[src/rtl/logic_unit_pipe.sv]
// logic_unit_pipe: two-stage elastic pipeline applying one of eight bitwise ops to A/B.
// Build option LU_FLAGS_EN adds registered zero/ones/parity flags; without it they read 0.
module logic_unit_pipe #(
    parameter int WIDTH = 8,
    parameter int CNT_W = 16
) (
    input  logic             clk,
    input  logic             rst_n,
    input  logic             in_valid,
    output logic             in_ready,
    input  logic [2:0]       op,
    input  logic [WIDTH-1:0] A,
    input  logic [WIDTH-1:0] B,
    output logic             out_valid,
    input  logic             out_ready,
    output logic [WIDTH-1:0] Y,
    output logic             flag_zero,
    output logic             flag_ones,
    output logic             flag_par,
    output logic [CNT_W-1:0] txn_cnt
);

    typedef enum logic [2:0] {
        OP_AND   = 3'd0,
        OP_OR    = 3'd1,
        OP_NAND  = 3'd2,
        OP_NOR   = 3'd3,
        OP_XOR   = 3'd4,
        OP_XNOR  = 3'd5,
        OP_NOT_A = 3'd6,
        OP_PASS_B = 3'd7
    } op_e;

    logic             s1_valid;
    logic             s2_valid;
    logic             s1_adv;
    logic             s2_adv;
    logic [WIDTH-1:0] s1_a;
    logic [WIDTH-1:0] s1_b;
    op_e              s1_op;
    logic [WIDTH-1:0] s1_res;
    logic [WIDTH-1:0] y_q;
    logic [CNT_W-1:0] cnt_q;

    // No skid buffer: S1 only takes new data when it can hand its own content on.
    assign s2_adv    = !s2_valid || out_ready;
    assign s1_adv    = !s1_valid || s2_adv;
    assign in_ready  = s1_adv;
    assign out_valid = s2_valid;
    assign Y         = y_q;
    assign txn_cnt   = cnt_q;

    always_comb begin
        s1_res = '0;
        case (s1_op)
            OP_AND:    s1_res = s1_a & s1_b;
            OP_OR:     s1_res = s1_a | s1_b;
            OP_NAND:   s1_res = ~(s1_a & s1_b);
            OP_NOR:    s1_res = ~(s1_a | s1_b);
            OP_XOR:    s1_res = s1_a ^ s1_b;
            OP_XNOR:   s1_res = ~(s1_a ^ s1_b);
            OP_NOT_A:  s1_res = ~s1_a;
            OP_PASS_B: s1_res = s1_b;
            default:   s1_res = '0;
        endcase
    end

    always_ff @(posedge clk or negedge rst_n) begin
        if (!rst_n) begin
            s1_valid <= 1'b0;
            s1_a     <= '0;
            s1_b     <= '0;
            s1_op    <= OP_AND;
        end else if (s1_adv) begin
            s1_valid <= in_valid;
            if (in_valid) begin
                s1_a  <= A;
                s1_b  <= B;
                s1_op <= op_e'(op);
            end
        end
    end

    always_ff @(posedge clk or negedge rst_n) begin
        if (!rst_n) begin
            s2_valid <= 1'b0;
            y_q      <= '0;
        end else if (s2_adv) begin
            s2_valid <= s1_valid;
            if (s1_valid) begin
                y_q <= s1_res;
            end
        end
    end

    always_ff @(posedge clk or negedge rst_n) begin
        if (!rst_n) begin
            cnt_q <= '0;
        end else if (s2_valid && out_ready) begin
            cnt_q <= cnt_q + CNT_W'(1);
        end
    end

`ifdef LU_FLAGS_EN
    logic zero_q;
    logic ones_q;
    logic par_q;

    // Loaded on the same enable as Y so the flags always describe the visible result.
    always_ff @(posedge clk or negedge rst_n) begin
        if (!rst_n) begin
            zero_q <= 1'b0;
            ones_q <= 1'b0;
            par_q  <= 1'b0;
        end else if (s2_adv && s1_valid) begin
            zero_q <= (s1_res == '0);
            ones_q <= (s1_res == '1);
            par_q  <= ^s1_res;
        end
    end

    assign flag_zero = zero_q;
    assign flag_ones = ones_q;
    assign flag_par  = par_q;
`else
    assign flag_zero = 1'b0;
    assign flag_ones = 1'b0;
    assign flag_par  = 1'b0;
`endif

endmodule
[config.mk]
export PLATFORM = sky130hd
export DESIGN_NAME = logic_unit_pipe
export DESIGN_NICKNAME = d
export VERILOG_FILES = /design/src/rtl/logic_unit_pipe.sv
export SDC_FILE = /design/constraint.sdc
export NUM_CORES = 1
export LEC_CHECK = 0
export ABC_AREA = 0
export CAP_MARGIN = 10
export CORE_MARGIN = 2
export CORE_UTILIZATION = 51
export CTS_CLUSTER_SIZE = 8
export DETAILED_ROUTE_END_ITERATION = 12
export GPL_TIMING_DRIVEN = 0
export PLACE_DENSITY_LB_ADDON = 0.25
export SYNTH_ARGS = -nofsm -noshare
export SYNTH_HDL_FRONTEND = slang
export SYNTH_SLANG_ARGS = --single-unit
[constraint.sdc]
create_clock -name clk -period 1.8 [get_ports clk]
set_clock_uncertainty 0.1 [all_clocks]
set_input_delay 0.54 -clock clk [delete_from_list [all_inputs] [get_ports clk]]
set_output_delay 0.54 -clock clk [all_outputs]
set_load 0.01 [all_outputs]
; After elaboration in Yosys (flattened, before gate mapping)
; Cells that the tools add are included.
[word_totals]
register_bits = 45
inputBits = 23
out_inout_bits = 29
wordCells = 31
[op_classes]
addsub = 1
eq_ne = 7
n_mux = 1
bitwise = 7
n_reduce_logical = 8
[ops]
columns = operator, count
row1 = case mux 8 bit (8 select lines), 1
row2 = inverter 8 bit, 4
row3 = adder 16 x 1 -> 16 bit (second input constant), 1
row4 = == test 3 bit (second input constant), 4
row5 = bitwise AND 8 bit, 1
row6 = OR 8 bit, 1
row7 = XOR 8 bit, 1
row8 = == test 3 x 2 -> 1 bit (second input constant), 2
row9 = AND reduction 2 bit, 2
row10 = == test 3 x 1 -> 1 bit (second input constant), 1
row11 = logical NOT 3 bit, 1
row12 = logical NOT 1 bit, 2
row13 = logical OR 1 bit, 2
row14 = logical AND 1 bit, 1

; Depth between registers and ports, before layout
; Gate-level depths: netlist of run 1.
[depth]
ltp_word = 4
depth_mapped = 6
mapped_depth_nobuf = 6

; Worst setup path before layout of run 1
; OpenSTA, ideal clock, no wires.
[synth_path]
kind = input -> register
from = input port out_ready
to = register s1_a[0]
setup_time_ps = 127
t_arrival_ps = 1487
required_time_ps = 1573
slack_ps = 85
path_stages = 4
n_path_buf = 1
path_cell_list = nand3b_1 -> nand2_2 -> buf_6 -> mux2_1
[synth_between]
elab_chain_cells = 3
[synth_rtl]
columns = element, line
row1 = from (decl), 15  ; input logic out_ready,
row2 = logical OR 1 bit, 46  ; assign s2_adv = !s2_valid || out_ready;
row3 = logical OR 1 bit, 47  ; assign s1_adv = !s1_valid || s2_adv;
row4 = AND reduction 2 bit (no source line), n/a
row5 = to (signal assigned), 71  ; s1_a <= '0;
row6 = to (signal assigned), 77  ; s1_a <= A;
row7 = to (decl), 38  ; logic [WIDTH-1:0] s1_a;
; Every way passes these cells.
; A chain may end at the register's enable or synchronous reset.

; Worst setup path after layout of run 1
[layout_path]
from = input port out_ready
to = output port in_ready
[layout_between]
elab_chain_cells = 2
[layout_rtl]
columns = element, line
row1 = logical OR 1 bit, 46
row2 = logical OR 1 bit, 47
row3 = to (decl), 10  ; output logic in_ready,
; Every way passes these cells.

==> impl_results.md, run 1 <==
- Status: completed
- Clock Latency Late Sink: 0.29 ns
- Mapped cell area: 2580 um2
- Setup TNS: 0 ns
- Layout net count: 350
- Std cell rows: 25
- MaxCap Viol Count: 0
- Sink Count: 45
- Leading cell type in the layout, fill and taps excluded: dfrtp_1
- Gr busiest metal: met2
- Hold-fix buffers, CTS: 0
- Grt met1 use: 26.3%
- R2R Setup Slk: 0.09 ns
- RSZ-0062 raised after global routing: no
- Clock Path Buffers: 2
- Reg power frac: 42.6%
- CTS Buf Count: 5
- Initial antenna violation count: 0
- Via count: 1989
- Switching part of the total: 33.9%
- Final WS setup: 0.0468 ns
- Final RePlAce weighted congestion: 0.780
- Tcrit/Tclk final: 97.4%
- Initial core utilization: 53.6%
- GRT Total Usage: 20.1%
- CTS tree: done
- #FFs+latches synth: 45
- Antenna Cells: 0
- Io pins: 52
- Fillers: 421
- Clock power share: 19.3%
- Synth warn: 0
- Internal power: 2.12 mW
- Port bufs: 48
- Path type of the worst setup path: in -> out
- Final setup vio count: 0
- Synth-to-Final Area Change: 27.8%
- Lkg Pwr: 1.57 nW
- CP arrival: 1.11 ns
- 1st-iter DRT viols: 76
- Max-slew violations: 0
- Critical Path Source: out_ready
- CP Data Required Time: 1.16 ns
- Share of layout cells above drive strength 1: 14.5%
- Vias/cell: 5.28
- Dpl hpwl: 3780 um
- Max VDD drop: 0.670 mV
- Routed WL per cell: 13.9 um
- CTS root buf: clkbuf_8
- Seq/Total Area, Yosys: 43.6%
- Die Area: 5650 um2
- Period minus WS final: 1.75 ns
- Largest net degree at the start of global routing: 30
- Unique masters post-synth: 31
- Worst hold path class: in -> async
- Die width: 75.2 um
- Worst slack, placed: -0.663 ns
- CP max FO: 5
- Most frequent cells in the layout: dfrtp_1, nand2_1, dlygate4sd2_1
- Remaining DRCs: 0
- Final hold violation count: 0
- Fmax: 570 MHz
- M2 GR Usage: 33.2%
- Sw power: 1.09 mW
- R2R Path Start: s1_op[0]
- Synthesized area per cell: 10.6 um2
- Combinational share of power: 38.1%
- Global-route wire length before repair: 8540 um
- Drt first pass iters: 4
- Pwr Density: 973 nW/um2
- Met3 Track Usage GR: 4.82%
- Startpoint Class: primary input
- Vias in the first global route: 1819
- Total grt overflow: 0
- Core region area: 4820 um2
- WL final: 5240 um
- Cells after synthesis: 243
- Reg clk slew, reported paths: 0.08 ns
- Critical path endpoint category: primary output
- H-tree level count: 2
- Die span in y: 75.2 um
- Antenna-violating nets left: 0
==> power groups by stage <==
stage,registers [mW],logic [mW],clock network (mW)
after global routing,1.39,1.35,0.687
final,1.37,1.22,0.621
after detailed placement,1.42,1.23,0
after global placement,1.41,1.19,0
after floorplan,1.45,0.693,0
after CTS,1.37,1.23,0.646
==> kinds of logic (layout without fill, tap and decap cells) <==
kind of cell / Yosys count / after routing / synth area share (%)
AOI/OAI and AO/OA: 40 / 40 / 13.0
xor gates and xnor gates: 23 / 23 / 7.80
adders and majority gates: 17 / 17 / 8.23
buffers and inverters: 33 / 98 / 6.78
DFF: 45 / 45 / 43.6
muxes: 20 / 20 / 8.72
other: 1 / 3 / 0.145
and+or+nand+nor: 64 / 64 / 11.8
==> synth_stat cells <==
master	instances	share of area, %
a221oi_1	8	2.7
a221oi_2	8	4.6
and2_1	1	0.24
and4_1	1	0.34
buf_1	2	0.29
buf_2	2	0.39
buf_4	5	1.5
buf_6	4	1.7
clkbuf_1	3	0.44
conb_1	1	0.15
dfrtp_1	45	44
ha_1	17	8.2
inv_1	17	2.5
mux2_1	20	8.7
nand2_1	29	4.2
nand2_2	1	0.24
nand2b_1	3	0.73
nand3_1	6	1.2
nand3b_1	1	0.29
nand4_1	5	1.2
nor2_1	12	1.7
nor2b_1	1	0.24
nor2b_4	1	0.53
nor3_1	1	0.19
nor3_2	1	0.39
o21ai_0	16	3.1
o31ai_1	7	2.0
o31ai_2	1	0.48
or3_1	1	0.24
xnor2_1	19	6.4
xor2_1	4	1.4
==> area by class of cell <==
class                      instances  area (um2)  share of cell area [%]
tap                               67        83.8                    2.54
timing repair buffer              58         527                    16.0
inverter                          17        63.8                    1.93
buffer                            16         113                    3.41
multi-input combinational        167        1300                    39.4
clock buffer                       7        86.3                    2.61
sequential                        45        1130                    34.2
==> state kept, by name (all words and copies together) (netlist names) <==
signal     flops
txn_cnt       16
Y              8
s1_a           8
s1_b           8
s1_op          3
out_valid      1
s1_valid       1
==> timing repair <==
| action | 4_1_cts | 5_1_grt |
|---|---|---|
| resized for setup | 33 | 3 |
| setup buffers | 9 | 0 |
| setup endpoints to repair | 57 | 14 |
==> worst max-delay path: stages <==
cell	delay (ns)
clkdlybuf4s15_1	0.22
nand3b_1	0.20
buf_2	0.15
==> final timing paths <==
kind | cells after the start | endpoint
worst min-delay path | 1 | s1_a[7]
worst max-delay path | 3 | in_ready
max in group asynchronous | 2 | txn_cnt[5]
worst min register to register | 1 | txn_cnt[15]
worst max register to register | 5 | Y[1]
min in group clk | 1 | txn_cnt[15]
==> layer usage <==
layer	part of all wire, %	routed length [um]	up-vias
met1	43	2270	953
met2	48	2540	63
met3	7.1	370	5
li1	-	-	968
met4	1.3	67	0
met5	0	0	-
==> stage by stage <==
stage / cells / hold WS (ns) / area, um2 / utilization, % / power (mW)
finish: 377 / 0.0679 / 3300 / 68.5 / 3.21
CTS: 377 / 0.0778 / 3290 / 68.4 / 3.24
detailed placement: 361 / 0.367 / 3170 / 65.8 / 2.65
global placement: 360 / 0.360 / 3160 / 65.5 / 2.60
global route: 377 / 0.0944 / 3300 / 68.5 / 3.43
floorplan: 245 / 0.144 / 2590 / - / 2.14
Note: power is estimated with default switching activity, not from simulation.
==> run 2, diff against run 1 <==
Settings changed: ABC_AREA 0 to 1, HOLD_SLACK_MARGIN set to 0.03.
==> run 2 against run 1 <==
- routed wire length increased by 34%
- via count rose by 38%
- fmax shrank 0.38%
- area after synthesis increased by 14%
- global-route usage up 3.7 points
- critical endpoint unchanged
- sequential cell count unchanged
- die area rose by 14%
- non-clock buffer count rose by 5
- first-iteration DRC count grew to 2.8 times the previous value
- clock-buffer cell count shrank 1
- core utilization fell by 1.4 points
==> impl_results.md, run 2 <==
- Final Util: 67.1%
- Slew headroom: 64.2%
- Antenna Cells: 0
- Dpl hpwl: 5060 um
- Finished Layout Cells: 537
- Unique masters post-synth: 27
- Antenna-violating nets left: 0
- Die Area: 6420 um2
- Max VDD drop: 0.548 mV
- Cells after synthesis: 396
- Reg power frac: 36.8%
- Status: completed
- Clock Latency Late Sink: 0.30 ns
- Synth-to-Final Area Change: 25.7%
- Hold-fix buffers, CTS: 0
- R2R Path Start: s1_op[0]
- 1st-iter DRT viols: 216
- Port bufs: 48
- Critical path's top delay family: buffers and inverters
- Layout net count: 504
- Initial antenna violation count: 0
- Slowest CP cell: dlygate4sd2_1
- Largest register FFs: 16
- Most common cell in the netlist: nand2_1
- Internal power: 2.28 mW
- CP cell instances: dlygate4sd2_1, inv_2, nand3_2, buf_2
- Top cells by area, synth: dfrtp_1, nand2_1, inv_1, ha_1, nand4_1
- WL final: 7040 um
- Vias in the first global route: 2571
- Worst hold path class: in -> async
- Pwr Density: 970 nW/um2
- Final hold violation count: 0
- Remaining DRCs: 0
- CTS root buf: clkbuf_8
- Period minus WS final: 1.76 ns
- Synthesized area per cell: 7.47 um2
- Leading cell type in the layout, fill and taps excluded: nand2_1
- Io pins: 52
- H-tree level count: 2
- RSZ-0062 raised after global routing: no
- Share of layout cells above drive strength 1: 11.6%
- Switching part of the total: 36.8%
- Cell accounting for the most synthesized area: dfrtp_1
- Clock power share: 22.4%
- Post-synth EDFFs: 0
- Max-slew violations: 0
- Vias/cell: 5.10
- Combinational share of power: 40.8%
- Ys async rst share: 100%
- CTS Buf Count: 5
- Tcrit/Tclk final: 97.8%
- Lkg Pwr: 2.11 nW
- Number of instances in the placed design: 519
- Die width: 80.2 um
- Via count: 2740
- Routed WL per cell: 13.1 um
- Most frequent cells in the layout: nand2_1, inv_1, dfrtp_1
- Largest net degree at the start of global routing: 28
- Std cell rows: 27
- Critical path endpoint category: primary output
- GRT Total Usage: 23.9%
- Area share of the largest cell type after synthesis: 38.1%
- Final setup vio count: 0
- Die span in y: 80.2 um
- Sink Count: 45
- CP arrival: 1.12 ns
- Fmax: 568 MHz
- Drt first pass iters: 5
- Critical path's largest stage delay: 0.27 ns
- Mapped cell area: 2960 um2
- Sw power: 1.33 mW
- Global-route wire length before repair: 12000 um
- R2R Setup Slk: 0.18 ns
- Synth warn: 0
- RR Endpoint: Y[3]
- CP Buf/Inv Count: 3
- CP Data Required Time: 1.16 ns
- Synth cell count leaders: nand2_1, inv_1, dfrtp_1, nor2_1, nand3_1
- Initial core utilization: 53.4%
- Worst path depth: 4
- Reg clk slew, reported paths: 0.09 ns
- Total grt overflow: 0
- Seq/Total Area, Yosys: 38.1%
- Clock Path Buffers: 2
- Most used DFF post-synth: dfrtp_1
- CP max FO: 3
- Core region area: 5540 um2
- #FFs+latches synth: 45
- Path type of the worst setup path: in -> out
- Pin slew with the least headroom to its limit: 0.537 ns
- Final RePlAce weighted congestion: 0.876
- Startpoint Class: primary input
- MaxCap Viol Count: 0
- R2R depth: 10
- CTS tree: done
==> run 2: cell count changes after synthesis, moves of 8 or more <==
cell and delta:
a221oi_1 -8, nor2_1 +30, nand3_1 +24, xnor2_1 -15, nand2_1 +65, buf_2 +9, mux2_1 -20, a21oi_1 +20
a221oi_2 -8, inv_1 +44, nand4_1 +23
==> run 2: worst max-delay path by stage <==
stage / slack (ns) / to / start
floorplan: 0.33 / s1_a[0] / out_ready
global route: 0.006 / in_ready / out_ready
global placement: -1.09 / txn_cnt[2] / rst_n
detailed placement: -0.67 / in_ready / out_ready
finish: 0.04 / in_ready / out_ready
CTS: 0.006 / Y[7] / out_valid
==> run 2: logic make-up after synthesis <==
| kind of cell | after synthesis | share of synthesized area [%] |
|---|---|---|
| AOI/OAI and AO/OA | 30 | 5.08 |
| buffers and inverters | 83 | 12.7 |
| xor gates and xnor gates | 9 | 2.66 |
| DFF | 45 | 38.1 |
| other | 1 | 0.127 |
| adders and majority gates | 17 | 7.19 |
| and+or+nand+nor | 211 | 34.1 |
==> run 2: power groups by stage <==
stage | clock network, mW | registers [mW] | logic [mW]
5_1_grt | 0.861 | 1.36 | 1.65
6_report | 0.810 | 1.33 | 1.47
3_3_place_gp | 0 | 1.39 | 1.38
2_1_floorplan | 0 | 1.45 | 0.778
4_1_cts | 0.824 | 1.33 | 1.46
3_5_place_dp | 0 | 1.40 | 1.42
==> run 2: area by class of cell <==
type / instances / area (um2)
clock buffer: 6 / 82.6
buffer: 20 / 138
tap: 72 / 90.1
fill: 508 / 1820
inverter: 63 / 239
sequential: 45 / 1130
multi-input combinational: 270 / 1470
timing repair buffer: 59 / 533
clock inverter: 2 / 37.5
==> run 2: through the flow <==
stage          power, mW  worst slack [ns]  setup TNS [ns]  hold slack, ns  instance area, um2
3_5_place_dp        2.83            -0.665          -12.47           0.366                3550
3_3_place_gp        2.77             -1.09          -60.76           0.350                3540
4_1_cts             3.61           0.00612               0          0.0912                3710
2_1_floorplan       2.23             0.326               0           0.144                2970
6_report            3.61            0.0401               0          0.0708                3720
5_1_grt             3.87           0.00580               0           0.109                3720
==> run 2: timing repair <==
item	CTS	global route
resized for setup	33	1
cloned	0	0
setup endpoints to repair	40	9
buffers inserted	9	1
==> run 2: routing by layer <==
| metal | track usage, % | wire (um) |
|---|---|---|
| met5 | 0 | 0 |
| met4 | 6.27 | 143 |
| met1 | 33.7 | 3290 |
| met2 | 38.2 | 3250 |
| met3 | 3.82 | 366 |
==> run 3, diff against run 2 <==
Settings changed: SKIP_LAST_GASP set to 1.
==> run 3 against run 2 <==
- cell count did not move
- non-clock buffer count did not move
- fmax rose by 0.12%
- largest cell class unchanged
- largest power group unchanged
==> impl_results.md, run 3 (same netlist as run 2, synthesis figures left out) <==
- Status: completed
- Die width: 80.2 um
- CTS root buf: clkbuf_8
- Met2 Wirelength: 3240 um
- Initial antenna violation count: 0
- Pwr Density: 970 nW/um2
- Top layer in use: met4
- Reg clk slew, reported paths: 0.09 ns
- Std cell rows: 27
- Die Area: 6420 um2
- Leading cell type in the layout, fill and taps excluded: nand2_1
- DP Area: 3550 um2
- H-tree level count: 2
- Hold-fix buffers, CTS: 0
- Final setup vio count: 0
- R2R Path Start: s1_op[0]
- 1st-iter DRT viols: 213
- Global-route wire length before repair: 12000 um
- Largest net degree at the start of global routing: 28
- RSZ-0062 raised after global routing: no
- M1 wire length: 3290 um
- Synth-to-Final Area Change: 25.7%
- Final hold violation count: 0
- Lkg Pwr: 2.11 nW
- Worst hold path class: in -> async
- Share of layout cells above drive strength 1: 11.6%
- Antenna-violating nets left: 0
- Startpoint Class: primary input
- Core region area: 5540 um2
- Sink Count: 45
- Final instance area: 3720 um2
- R2R Setup Slk: 0.18 ns
- MaxCap Viol Count: 0
- Pin slew with the least headroom to its limit: 0.537 ns
- Io pins: 52
- Fmax: 569 MHz
- GRT Total Usage: 23.8%
- WL final: 7040 um
- Port bufs: 48
- CP max FO: 3
- Final Util: 67.1%
- R2R depth: 10
- Layout net count: 504
- Vias in the first global route: 2568
- Remaining DRCs: 0
- RR Endpoint: Y[3]
- CTS Buf Count: 5
- CTS tree: done
- Max VDD drop: 0.548 mV
- Hold WS: 0.0706 ns
- Initial core utilization: 53.4%
- CP Data Required Time: 1.16 ns
- Via count: 2739
- Routed WL per cell: 13.1 um
- Drt first pass iters: 5
- Metal3 WL: 366 um
- Finished Layout Cells: 537
- Tcrit/Tclk final: 97.7%
- Path type of the worst setup path: in -> out
- CP arrival: 1.12 ns
- Vias/cell: 5.10
- Antenna Cells: 0
- Largest register FFs: 16
- Max-slew violations: 0
- Most frequent cells in the layout: nand2_1, inv_1, dfrtp_1
- Die span in y: 80.2 um
- Final RePlAce weighted congestion: 0.876
- Total grt overflow: 0
- Clock Latency Late Sink: 0.30 ns
- Slew headroom: 64.2%
- Dpl hpwl: 5060 um
- Number of instances in the placed design: 519
- Period minus WS final: 1.76 ns
- Critical path endpoint category: primary output
- Clock Path Buffers: 2
[run 3: cell counts in the layout (fill, tap and decap cells not counted)]
No cell type changed its count.
[run 3: worst max-delay path by stage]
stage,start,to
2_1_floorplan,out_ready,s1_a[0]
3_3_place_gp,rst_n,txn_cnt[2]
3_5_place_dp,out_ready,in_ready
4_1_cts,out_ready,in_ready
5_1_grt,out_ready,in_ready
6_report,out_ready,in_ready
[run 3: metrics by stage]
| stage | setup TNS [ns] | power [mW] | worst slack (ns) |
|---|---|---|---|
| 2_1_floorplan | 0 | 2.23 | 0.326 |
| 3_3_place_gp | -60.76 | 2.77 | -1.09 |
| 3_5_place_dp | -12.47 | 2.83 | -0.665 |
| 4_1_cts | -0.116 | 3.61 | -0.0937 |
| 5_1_grt | 0 | 3.87 | 0.00698 |
| 6_report | 0 | 3.61 | 0.0422 |
[run 3: routing by layer]
| metal | track usage, % | vias up |
|---|---|---|
| li1 | - | 1379 |
| met1 | 33.7 | 1261 |
| met2 | 38.2 | 87 |
| met3 | 3.71 | 12 |
| met4 | 6.27 | 0 |
| met5 | 0 | - |
[run 3: power by group]
group / total, mW / switching [mW] / internal, mW
Sequential: 1.33 / 0.108 / 1.22
Combinational: 1.47 / 0.862 / 0.608
Clock: 0.810 / 0.358 / 0.451
Total: 3.61 / 1.33 / 2.28
[run 3: cell type report]
class | count | area (um2)
well taps | 72 | 90.1
flip-flops and latches | 45 | 1130
clock inverters | 2 | 37.5
clock buffers | 6 | 82.6
fillers | 508 | 1820
repair buffers | 59 | 533
plain buffers | 20 | 138
multi-input cells | 270 | 1470
inverters | 63 | 239
[run 3: what timing repair did]
action,in CTS,in global routing
resized for setup,31,3
setup endpoints to repair,40,9
buffers inserted,9,1
[run 3: worst max-delay path: stages]
cell	delay [ns]
dlygate4sd2_1	0.27
inv_2	0.07
nand3_2	0.08
buf_2	0.15
